### src/rtl/osc_reset_sequencer.sv
// -----------------------------------------------------------------------------
// osc_reset_sequencer
//
// Purpose:
//   Sequences reset release for the MSS subsystem once the RC oscillator and
//   the fabric CCC are stable. It waits for CCC lock and holds off for a
//   stabilization interval. It then releases MSS reset, waits for MSS_READY
//   plus a guard gap, and finally releases fabric reset. Lock is monitored
//   while running, and a sustained loss of lock re-sequences the whole chain.
//   A free-running 1 us tick for fabric timers is generated alongside.
//
// Ports:
//   CLK_BASE      in   1  fabric oscillator clock (RCOSC 50 MHz via CLKINT)
//   RESET_N       in   1  synchronous active-low reset
//   FAB_CCC_LOCK  in   1  CCC lock, asynchronous (2-flop synchronized)
//   MSS_READY     in   1  MSS ready indication, asynchronous (2-flop synchronized)
//   MSS_RESET_N   out  1  active-low MSS reset
//   FAB_RESET_N   out  1  active-low fabric reset
//   INIT_DONE     out  1  high while the sequence is complete (RUN)
//   TICK_1US      out  1  one-cycle pulse every CLK_FREQ_MHZ cycles
//   LOSS_COUNT    out  8  saturating count of lock-loss events
//   SEQ_STATE     out  3  current state encoding
//   SEQ_FAIL      out  1  MSS_READY timeout flag
//
// Build option:
//   OSC_RESET_SEQUENCER_TIMEOUT_EN - when defined, RELEASE_MSS gives up after
//   TIMEOUT_CYCLES cycles without MSS_READY and parks in FAIL until RESET_N.
//   When undefined, RELEASE_MSS waits indefinitely and SEQ_FAIL is tied 0.
// -----------------------------------------------------------------------------
module osc_reset_sequencer #(
    parameter int CLK_FREQ_MHZ   = 50,
    parameter int STABLE_CYCLES  = 1024,
    parameter int RELEASE_GAP    = 16,
    parameter int LOSS_FILTER    = 4,
    parameter int TIMEOUT_CYCLES = 65536
) (
    input  logic       CLK_BASE,
    input  logic       RESET_N,
    input  logic       FAB_CCC_LOCK,
    input  logic       MSS_READY,
    output logic       MSS_RESET_N,
    output logic       FAB_RESET_N,
    output logic       INIT_DONE,
    output logic       TICK_1US,
    output logic [7:0] LOSS_COUNT,
    output logic [2:0] SEQ_STATE,
    output logic       SEQ_FAIL
);

    // -------------------------------------------------------------------------
    // Counter sizing
    // -------------------------------------------------------------------------
    // One sequence counter serves every timed state: the stabilization
    // interval, the release gap, the MSS_READY timeout and the lock-low
    // filter in RUN. It must hold the largest of those limits.
    localparam int SEQ_MAX_A = (STABLE_CYCLES > RELEASE_GAP)    ? STABLE_CYCLES : RELEASE_GAP;
    localparam int SEQ_MAX_B = (SEQ_MAX_A     > TIMEOUT_CYCLES) ? SEQ_MAX_A     : TIMEOUT_CYCLES;
    localparam int SEQ_MAX   = (SEQ_MAX_B     > LOSS_FILTER)    ? SEQ_MAX_B     : LOSS_FILTER;
    localparam int CNT_W     = $clog2(SEQ_MAX + 1);
    localparam int TICK_W    = (CLK_FREQ_MHZ > 1) ? $clog2(CLK_FREQ_MHZ) : 1;

    // Terminal counts: each timed state leaves on the last cycle of its window.
    localparam logic [CNT_W-1:0]  STABLE_LAST = CNT_W'(STABLE_CYCLES - 1);
    localparam logic [CNT_W-1:0]  GAP_LAST    = CNT_W'(RELEASE_GAP - 1);
    localparam logic [CNT_W-1:0]  LOSS_LAST   = CNT_W'(LOSS_FILTER - 1);
    localparam logic [TICK_W-1:0] TICK_LAST   = TICK_W'(CLK_FREQ_MHZ - 1);
`ifdef OSC_RESET_SEQUENCER_TIMEOUT_EN
    localparam logic [CNT_W-1:0]  TIMEOUT_LAST = CNT_W'(TIMEOUT_CYCLES - 1);
`endif

    typedef enum logic [2:0] {
        ST_WAIT_LOCK   = 3'd0,
        ST_STABILIZE   = 3'd1,
        ST_RELEASE_MSS = 3'd2,
        ST_GAP         = 3'd3,
        ST_RUN         = 3'd4,
        ST_LOCK_LOST   = 3'd5,
        ST_FAIL        = 3'd6
    } state_e;

    // -------------------------------------------------------------------------
    // Registers
    // -------------------------------------------------------------------------
    logic              lock_meta_q;
    logic              lock_s_q;
    logic              ready_meta_q;
    logic              ready_s_q;

    state_e            state_q,     state_d;
    logic [CNT_W-1:0]  cnt_q,       cnt_d;
    logic [TICK_W-1:0] tick_cnt_q,  tick_cnt_d;
    logic              tick_q,      tick_d;
    logic              mss_rst_n_q, mss_rst_n_d;
    logic              fab_rst_n_q, fab_rst_n_d;
    logic              init_done_q, init_done_d;
    logic [7:0]        loss_cnt_q,  loss_cnt_d;
`ifdef OSC_RESET_SEQUENCER_TIMEOUT_EN
    logic              seq_fail_q,  seq_fail_d;
`endif

    // -------------------------------------------------------------------------
    // 1 us tick: free-running in every state, only held by RESET_N.
    // The counter runs 0..CLK_FREQ_MHZ-1 and the pulse is registered on the
    // edge where it wraps, so the first pulse lands CLK_FREQ_MHZ edges after
    // reset release.
    // -------------------------------------------------------------------------
    always_comb begin
        tick_d     = (tick_cnt_q == TICK_LAST);
        tick_cnt_d = tick_d ? '0 : tick_cnt_q + 1'b1;
    end

    // -------------------------------------------------------------------------
    // Sequencer next-state logic
    // -------------------------------------------------------------------------
    // NOTE: every signal assigned in this block gets a default before the case
    // statement; a path that skips an assignment would otherwise infer a latch.
    always_comb begin
        state_d = state_q;
        cnt_d   = cnt_q;

        unique case (state_q)
            ST_WAIT_LOCK: begin
                cnt_d = '0;
                if (lock_s_q) begin
                    state_d = ST_STABILIZE;
                end
            end

            // Lock must be seen high on every one of STABLE_CYCLES cycles;
            // a single low sample restarts the whole wait.
            ST_STABILIZE: begin
                if (!lock_s_q) begin
                    state_d = ST_WAIT_LOCK;
                    cnt_d   = '0;
                end else if (cnt_q == STABLE_LAST) begin
                    state_d = ST_RELEASE_MSS;
                    cnt_d   = '0;
                end else begin
                    cnt_d = cnt_q + 1'b1;
                end
            end

            // Lock loss takes priority over MSS_READY arriving on the same cycle.
            ST_RELEASE_MSS: begin
                if (!lock_s_q) begin
                    state_d = ST_LOCK_LOST;
                    cnt_d   = '0;
                end else if (ready_s_q) begin
                    state_d = ST_GAP;
                    cnt_d   = '0;
                end
`ifdef OSC_RESET_SEQUENCER_TIMEOUT_EN
                else if (cnt_q == TIMEOUT_LAST) begin
                    state_d = ST_FAIL;
                    cnt_d   = '0;
                end else begin
                    cnt_d = cnt_q + 1'b1;
                end
`endif
            end

            ST_GAP: begin
                if (!lock_s_q) begin
                    state_d = ST_LOCK_LOST;
                    cnt_d   = '0;
                end else if (cnt_q == GAP_LAST) begin
                    state_d = ST_RUN;
                    cnt_d   = '0;
                end else begin
                    cnt_d = cnt_q + 1'b1;
                end
            end

            // In RUN the counter measures the current run of consecutive
            // lock-low cycles; any high sample forgives a shorter glitch.
            // ready_s is deliberately not looked at here.
            ST_RUN: begin
                if (lock_s_q) begin
                    cnt_d = '0;
                end else if (cnt_q == LOSS_LAST) begin
                    state_d = ST_LOCK_LOST;
                    cnt_d   = '0;
                end else begin
                    cnt_d = cnt_q + 1'b1;
                end
            end

            // One-cycle stop so fabric reset always asserts one edge before MSS.
            ST_LOCK_LOST: begin
                state_d = ST_WAIT_LOCK;
                cnt_d   = '0;
            end

            // Terminal until RESET_N; lock is not monitored here.
            ST_FAIL: begin
                state_d = ST_FAIL;
            end

            default: begin
                state_d = ST_WAIT_LOCK;
                cnt_d   = '0;
            end
        endcase
    end

    // -------------------------------------------------------------------------
    // Output decode from the next state, so every output changes on the very
    // edge that performs the transition.
    // -------------------------------------------------------------------------
    always_comb begin
        mss_rst_n_d = (state_d == ST_RELEASE_MSS) || (state_d == ST_GAP) ||
                      (state_d == ST_RUN)         || (state_d == ST_LOCK_LOST);
        fab_rst_n_d = (state_d == ST_RUN);
        init_done_d = (state_d == ST_RUN);

        // LOCK_LOST only ever lasts one cycle, but the entry test keeps the
        // count honest should that change.
        loss_cnt_d = loss_cnt_q;
        if ((state_d == ST_LOCK_LOST) && (state_q != ST_LOCK_LOST) &&
            (loss_cnt_q != 8'hFF)) begin
            loss_cnt_d = loss_cnt_q + 8'd1;
        end
    end

`ifdef OSC_RESET_SEQUENCER_TIMEOUT_EN
    always_comb begin
        seq_fail_d = (state_d == ST_FAIL);
    end
`endif

    // -------------------------------------------------------------------------
    // State and output registers, synchronous active-low reset
    // -------------------------------------------------------------------------
    // NOTE: sequential state is written with non-blocking assignments so that
    // the synchronizer chain shifts by one stage per edge regardless of
    // statement order; blocking assignments here would collapse it.
    always_ff @(posedge CLK_BASE) begin
        if (!RESET_N) begin
            lock_meta_q  <= 1'b0;
            lock_s_q     <= 1'b0;
            ready_meta_q <= 1'b0;
            ready_s_q    <= 1'b0;
            state_q      <= ST_WAIT_LOCK;
            cnt_q        <= '0;
            tick_cnt_q   <= '0;
            tick_q       <= 1'b0;
            mss_rst_n_q  <= 1'b0;
            fab_rst_n_q  <= 1'b0;
            init_done_q  <= 1'b0;
            loss_cnt_q   <= 8'd0;
        end else begin
            lock_meta_q  <= FAB_CCC_LOCK;
            lock_s_q     <= lock_meta_q;
            ready_meta_q <= MSS_READY;
            ready_s_q    <= ready_meta_q;
            state_q      <= state_d;
            cnt_q        <= cnt_d;
            tick_cnt_q   <= tick_cnt_d;
            tick_q       <= tick_d;
            mss_rst_n_q  <= mss_rst_n_d;
            fab_rst_n_q  <= fab_rst_n_d;
            init_done_q  <= init_done_d;
            loss_cnt_q   <= loss_cnt_d;
        end
    end

`ifdef OSC_RESET_SEQUENCER_TIMEOUT_EN
    always_ff @(posedge CLK_BASE) begin
        if (!RESET_N) begin
            seq_fail_q <= 1'b0;
        end else begin
            seq_fail_q <= seq_fail_d;
        end
    end
    assign SEQ_FAIL = seq_fail_q;
`else
    assign SEQ_FAIL = 1'b0;
`endif

    assign MSS_RESET_N = mss_rst_n_q;
    assign FAB_RESET_N = fab_rst_n_q;
    assign INIT_DONE   = init_done_q;
    assign TICK_1US    = tick_q;
    assign LOSS_COUNT  = loss_cnt_q;
    assign SEQ_STATE   = state_q;

endmodule

### config.mk
export PLATFORM = sky130hd
export DESIGN_NAME = osc_reset_sequencer
export DESIGN_NICKNAME = d
export VERILOG_FILES = /design/src/rtl/osc_reset_sequencer.sv
export SDC_FILE = /design/constraint.sdc
export NUM_CORES = 1
export LEC_CHECK = 0
export BUFFER_PORTS_ARGS = -buffer_cell sky130_fd_sc_hd__clkbuf_2
export CAP_MARGIN = 20
export CORE_ASPECT_RATIO = 0.6
export CORE_MARGIN = 2
export CORE_UTILIZATION = 58
export DETAILED_ROUTE_END_ITERATION = 10
export HOLD_SLACK_MARGIN = 0.05
export PLACE_DENSITY = 0.81
export SETUP_SLACK_MARGIN = 0.1
export SLEW_MARGIN = 20
export SYNTH_ARGS = -nofsm -noshare
export SYNTH_HDL_FRONTEND = slang
export SYNTH_SLANG_ARGS = --single-unit
export TNS_END_PERCENT = 50
### constraint.sdc
create_clock -name CLK_BASE -period 2.9 [get_ports CLK_BASE]
set_clock_uncertainty 0.1 [all_clocks]
set_input_delay 0.29 -clock CLK_BASE [delete_from_list [all_inputs] [get_ports CLK_BASE]]
set_output_delay 0.29 -clock CLK_BASE [all_outputs]
set_load 0.02 [all_outputs]
==> results.json, run 1 <==
{
  "status": "finished clean",
  "postCtsHoldBufs": 0,
  "setup_tns_ps": 0,
  "dr.pass1.iters": 5,
  "fin_nets": 260,
  "slew_violations": 0,
  "cts-root-buf": "clkbuf_8",
  "synth.distinct_cells": 48,
  "synth-edff-count": 0,
  "dp_cells": 290,
  "drt_iter0_markers": 108,
  "cts_sinks": 41,
  "hp-start": "MSS_READY",
  "num_rows": 16,
  "synthToLayoutAreaGrowth_pct": 11.67,
  "async_flop_share_pct": 0,
  "cp.arrival_ps": 2630,
  "synth_mux_area_share_pct": 2.996,
  "worst_setup_path_end_kind": "flop",
  "fin_crit_sh_pct": 86.17,
  "p_leak_nw": 0.8270,
  "cts_buffers": 5,
  "crit_type": "reg2reg",
  "whs_endpoint": "ready_meta_q",
  "vdd_drop_max_v": 0.0004859,
  "holdWs_ps": 101.9,
  "ant_nets": 0,
  "n_fill_cell": 279,
  "wirelength_mm": 4.179,
  "dieArea_sq_mm": 0.003958,
  "timing.rr.end": "LOSS_COUNT[5]",
  "hold_violations": 0,
  "fmax_mhz": 400.2,
  "finalNonFillerCells": 298,
  "crit_required_ps": 3030,
  "gr-total-overflow": 0,
  "io_pins": 20,
  "power-per-cell-area_mw_per_mm2": 456.4,
  "synth_xor_area_share_pct": 8.302,
  "synthSimpleGateAreaFrac_pct": 32.83,
  "grt_pass1_vias": 1540,
  "final_area_sq_mm": 0.002238,
  "syn_area_sq_mm": 0.002004,
  "synthAdderAreaFrac_pct": 2.497,
  "synth_top_family_by_area": "simple AND/OR/NAND/NOR gates",
  "min_path_cells": 2,
  "synth_compound_area_share_pct": 9.426,
  "grt_max_degree": 21,
  "core_sq_mm": 0.003283,
  "antenna_found_initial": 0,
  "gp_congestion": 0.9694,
  "vias": 1685,
  "hpwlAfterDp_mm": 2.923,
  "grt.total_usage_pct": 23.23,
  "drive_gt1_share_pct": 14.23,
  "dpl_cell_area_sq_mm": 0.002137,
  "cts_tree": "yes",
  "viasPerCell": 5.654,
  "maxSlewHeadroom_pct": 47.65,
  "synth_fp_nets": 242,
  "grt_setup_unrepaired": "false",
  "period_minus_slack_ps": 2499,
  "clockBufferDepth": 2,
  "die_h_microns": 49.54,
  "drc_errors": 0,
  "maxCapViolCount": 0,
  "ys_ff_latch": 41,
  "yosysSeqAreaShare_pct": 40.95,
  "clk_latency_ps": 290,
  "ys_warn_count": 0,
  "post_cts_buffers": 0,
  "crit_fanout": 12,
  "cts_resized": 0,
  "portBuffers": 18,
  "routedWlPerCell_microns": 14.02,
  "rrSetupSlack_ps": 400,
  "worst_slew_pin_slew_ps": 778.0,
  "cp-start-kind": "flop",
  "antenna_cells": 0,
  "synth.avg_cell_area_sq_um": 8.566,
  "reg2regPathDepth": 6,
  "hp-class": "in2reg",
  "setup_viol": 0,
  "die_w_microns": 79.90,
  "final_common_cell": "dfxtp_1",
  "h-tree-depth": 2,
  "cts.reportedPaths.clkPinSlew_ps": 80,
  "ys.flop_type": "dfxtp_1",
  "initial_core_util_pct": 61.05,
  "worstReg2RegStart": "cnt_q[10]",
  "final_cell_mix": "dfxtp_1 (41), nor2_1 (37), nand2_1 (27), clkbuf_2 (18), xor2_1 (12)",
  "grt_pass1_wl_mm": 7.044,
  "syn_inst": 234
}
worst max path at each step:
stage | start | end | slack, ps | cells after the start
after floorplan | SEQ_STATE[1] | LOSS_COUNT[5] | 620 | 6
after global placement | cnt_q[4] | LOSS_COUNT[5] | 500 | 6
after detailed placement | cnt_q[4] | LOSS_COUNT[5] | 440 | 6
after CTS | cnt_q[10] | LOSS_COUNT[5] | 400 | 6
after global routing | cnt_q[10] | LOSS_COUNT[5] | 220 | 6
final | cnt_q[10] | LOSS_COUNT[5] | 400 | 6
synthesized netlist by cell type (3+ instances only):
master	number	share of area, %
dfxtp_1	41	41
nor2_1	37	6.9
nand2_1	27	5.1
xor2_1	12	5.2
nand3_1	11	2.7
nand4_1	8	2.5
nand2b_1	7	2.2
xnor2_1	7	3.1
and2_1	6	1.9
and3_1	6	1.9
mux2i_1	6	3.0
clkbuf_1	5	0.94
o21ai_0	5	1.2
a21oi_1	4	1.0
ha_1	4	2.5
buf_2	3	0.75
nor2b_1	3	0.94
nor3_1	3	0.75
critical path: stages, from the launching register on:
cell	delay, ps
dfxtp_1	350
nor3_1	380
nand4_2	220
o31a_1	340
o211a_1	360
or4b_1	540
a21oi_1	140
cell families after synthesis:
| family | Yosys count |
|---|---|
| mux | 6 |
| other cells | 1 |
| fa+ha+maj | 4 |
| flops | 41 |
| compound gates | 26 |
| buf+inv | 12 |
| simple gates | 125 |
| xor+xnor | 19 |
flip-flops by register name, summed over array words and instances, names as in the netlist:
register      count
ready_s_q         1
MSS_RESET_N       1
lock_meta_q       1
TICK_1US          1
ready_meta_q      1
INIT_DONE         1
tick_cnt_q        6
cnt_q            17
lock_s_q          1
LOSS_COUNT        8
SEQ_STATE         3
through the flow:
step / setup WS [ps] / total power, mW / util (%)
after floorplan: 616.8 / 0.6175 / -
after global placement: 501.3 / 0.6249 / 65.09
after detailed placement: 444.0 / 0.6259 / 65.09
after CTS: 395.1 / 1.028 / 68.18
after global routing: 219.5 / 1.059 / 68.18
final: 401.0 / 1.022 / 68.18
routing by layer:
metal | track usage, % | vias up | part of all wire, %
li1 | - | 846 | -
met5 | 0 | - | 0
met3 | 5.678 | 9 | 6.4
met4 | 8.192 | 0 | 1.6
met1 | 34.76 | 771 | 52
met2 | 32.36 | 59 | 40
power breakdown:
group / total [mW] / internal [mW] / leakage [nW] / switching (mW)
clock: 0.408 / 0.215 / 0.0542 / 0.193
sequential: 0.578 / 0.570 / 0.332 / 0.00801
combinational: 0.0362 / 0.0136 / 0.441 / 0.0226
final cells by class:
cell class	count	area (sq um)	area share (%)
Clock inverter	1	5.005	0.2236
Tap cell	45	56.30	2.515
Clock buffer	7	96.34	4.304
Sequential cell	41	820.8	36.67
Multi-Input combinational cell	181	1127	50.36
Timing Repair Buffer	21	125.1	5.590
Inverter	2	7.507	0.3354
Note: power is estimated with default switching activity, not from simulation.
==> run 2: changes to the inputs <==
--- a/config.mk
+++ b/config.mk
@@ -7,12 +7,14 @@
 export LEC_CHECK = 0
 export BUFFER_PORTS_ARGS = -buffer_cell sky130_fd_sc_hd__clkbuf_2
 export CAP_MARGIN = 20
-export CORE_ASPECT_RATIO = 0.6
+export CORE_ASPECT_RATIO = 1.5
 export CORE_MARGIN = 2
 export CORE_UTILIZATION = 58
 export DETAILED_ROUTE_END_ITERATION = 10
+export GPL_ROUTABILITY_DRIVEN = 1
 export HOLD_SLACK_MARGIN = 0.05
 export PLACE_DENSITY = 0.81
+export RECOVER_POWER = 25
 export SETUP_SLACK_MARGIN = 0.1
 export SLEW_MARGIN = 20
 export SYNTH_ARGS = -nofsm -noshare
==> run 2 against run 1 <==
Net effect: sequential power barely moved; design area fell by 0.78%; final cell count fell by 1.3%; worst hold slack improved by 7.2 ps; non-clock buffer count fell by 1.
==> results.json, run 2 (synthesized netlist as in run 1, its figures left out) <==
{
  "status": "finished clean",
  "power-per-cell-area_mw_per_mm2": 490.7,
  "cts_tree": "yes",
  "grt_pass1_wl_mm": 6.679,
  "period_minus_slack_ps": 2542,
  "core_sq_mm": 0.003351,
  "top_register": "cnt_q",
  "hold_violations": 0,
  "vdd_drop_max_v": 0.0003906,
  "antenna_cells": 0,
  "die_h_microns": 76,
  "cpPeakStageDelay_ps": 560,
  "synthToLayoutAreaGrowth_pct": 10.80,
  "final_area_sq_mm": 0.002221,
  "worst_slew_pin_slew_ps": 748.6,
  "crit_type": "reg2reg",
  "cts-root-buf": "clkbuf_8",
  "die_w_microns": 52,
  "p_clk_share_pct": 43.9,
  "grt_pass1_vias": 1573,
  "postCtsHoldBufs": 0,
  "swShare_pct": 20.88,
  "maxSlewHeadroom_pct": 50.09,
  "hp-class": "in2reg",
  "cp-start-kind": "flop",
  "fmax_mhz": 393.4,
  "setup_viol": 0,
  "grt_setup_unrepaired": "false",
  "dr.pass1.iters": 4,
  "vias": 1636,
  "largest_register_ff_count": 17,
  "path_cells": "or3b_2 > o31a_1 > o211a_1 > or4b_1 > a21oi_1",
  "viasPerCell": 5.565,
  "cts_sinks": 41,
  "cts_resized": 0,
  "grt.total_usage_pct": 22.01,
  "drc_errors": 0,
  "maxCapViolCount": 0,
  "drt_iter0_markers": 41,
  "gr-total-overflow": 0,
  "seqPwrFrac_pct": 53.0,
  "wirelength_mm": 3.866,
  "grt_max_degree": 21,
  "cts.reportedPaths.clkPinSlew_ps": 70,
  "gp_congestion": 0.8057,
  "fin_crit_sh_pct": 87.64,
  "num_rows": 26,
  "p_total_mw": 1.090,
  "clockBufferDepth": 2,
  "crit_fanout": 14,
  "hpwlAfterDp_mm": 2.774,
  "final_common_cell": "dfxtp_1",
  "intPower_uw": 862.2,
  "dp_cells": 286,
  "drive_gt1_share_pct": 9.921,
  "antenna_found_initial": 0,
  "finalNonFillerCells": 294,
  "slew_violations": 0,
  "dieArea_sq_mm": 0.003952,
  "h-tree-depth": 2,
  "slowest_stage": "dfxtp_1",
  "cts_buffers": 5,
  "ant_nets": 0,
  "fin_nets": 259,
  "power_switching_uw": 227.6,
  "final_cell_mix": "dfxtp_1 (41), nor2_1 (37), nand2_1 (27), xor2_1 (12), nand3_1 (11)",
  "crit_required_ps": 3020,
  "initial_core_util_pct": 59.82,
  "worst_setup_path_end_kind": "flop",
  "portBuffers": 18,
  "setup_tns_ps": 0,
  "post_cts_buffers": 0,
  "cp.arrival_ps": 2660,
  "clk_latency_ps": 300,
  "io_pins": 20,
  "routedWlPerCell_microns": 13.15,
  "dpl_cell_area_sq_mm": 0.002113,
  "p_leak_nw": 0.7835,
  "power_frac_comb_pct": 3.2
}
## run 2: changes by cell type in the layout (fill, tap and decap cells not counted)
cell	delta
clkinv_2	-1
and2_0	+1
and2_1	-1
clkinvlp_4	+1
bufinv_16	+1
clkbuf_1	+10
clkbuf_2	-10
buf_12	-1
clkbuf_8	-1
## run 2: critical path, delay by kind of cell (launching register included)
| kind | cells | cell delay (ps) |
|---|---|---|
| compound gates | 3 | 750 |
| flops | 1 | 560 |
| simple gates | 2 | 1070 |
## run 2: layer usage
| layer | up-vias | wire (microns) | global-route usage (%) |
|---|---|---|---|
| met4 | 0 | 62 | 9.211 |
| met3 | 8 | 128 | 5.098 |
| met1 | 762 | 1495 | 23.07 |
| met5 | - | 0 | 0 |
| li1 | 842 | - | - |
| met2 | 24 | 2180 | 39.87 |
## run 2: layout make-up
class                           instances  area [sq um]
Fill cell                             293          1130
Multi-Input combinational cell        181          1127
Sequential cell                        41         820.8
Timing Repair Buffer                   20         92.59
Clock buffer                            6         82.58
Tap cell                               42         52.55
Clock inverter                          2         37.54
Inverter                                2         7.507
## run 2: path summary, 6_finish.rpt
check / start / endpoint / slack (ps) / depth (start not counted)
max: SEQ_STATE[2] / LOSS_COUNT[5] / 360 / 5
min: MSS_READY / ready_meta_q / 110 / 2
max reg2reg: SEQ_STATE[2] / LOSS_COUNT[5] / 360 / 5
min reg2reg: lock_meta_q / lock_s_q / 340 / 1
## run 2: per-stage QoR
| step | setup WS (ps) | hold WS, ps | util (%) |
|---|---|---|---|
| after CTS | 373.0 | 109.4 | 66.65 |
| after global placement | 449.0 | 314.1 | 63.07 |
| after detailed placement | 410.8 | 329.8 | 63.07 |
| final | 358.3 | 109.1 | 66.28 |
| after floorplan | 616.8 | 311.9 | - |
| after global routing | 203.0 | 111.8 | 66.28 |
## run 2: power groups by stage
| stage | Clock [mW] | Combinational, mW | Sequential, mW |
|---|---|---|---|
| floorplan | 0 | 0.0300 | 0.587 |
| global placement | 0 | 0.0332 | 0.590 |
| detailed placement | 0 | 0.0340 | 0.590 |
| CTS | 0.484 | 0.0350 | 0.577 |
| global route | 0.506 | 0.0400 | 0.579 |
| finish | 0.478 | 0.0344 | 0.577 |
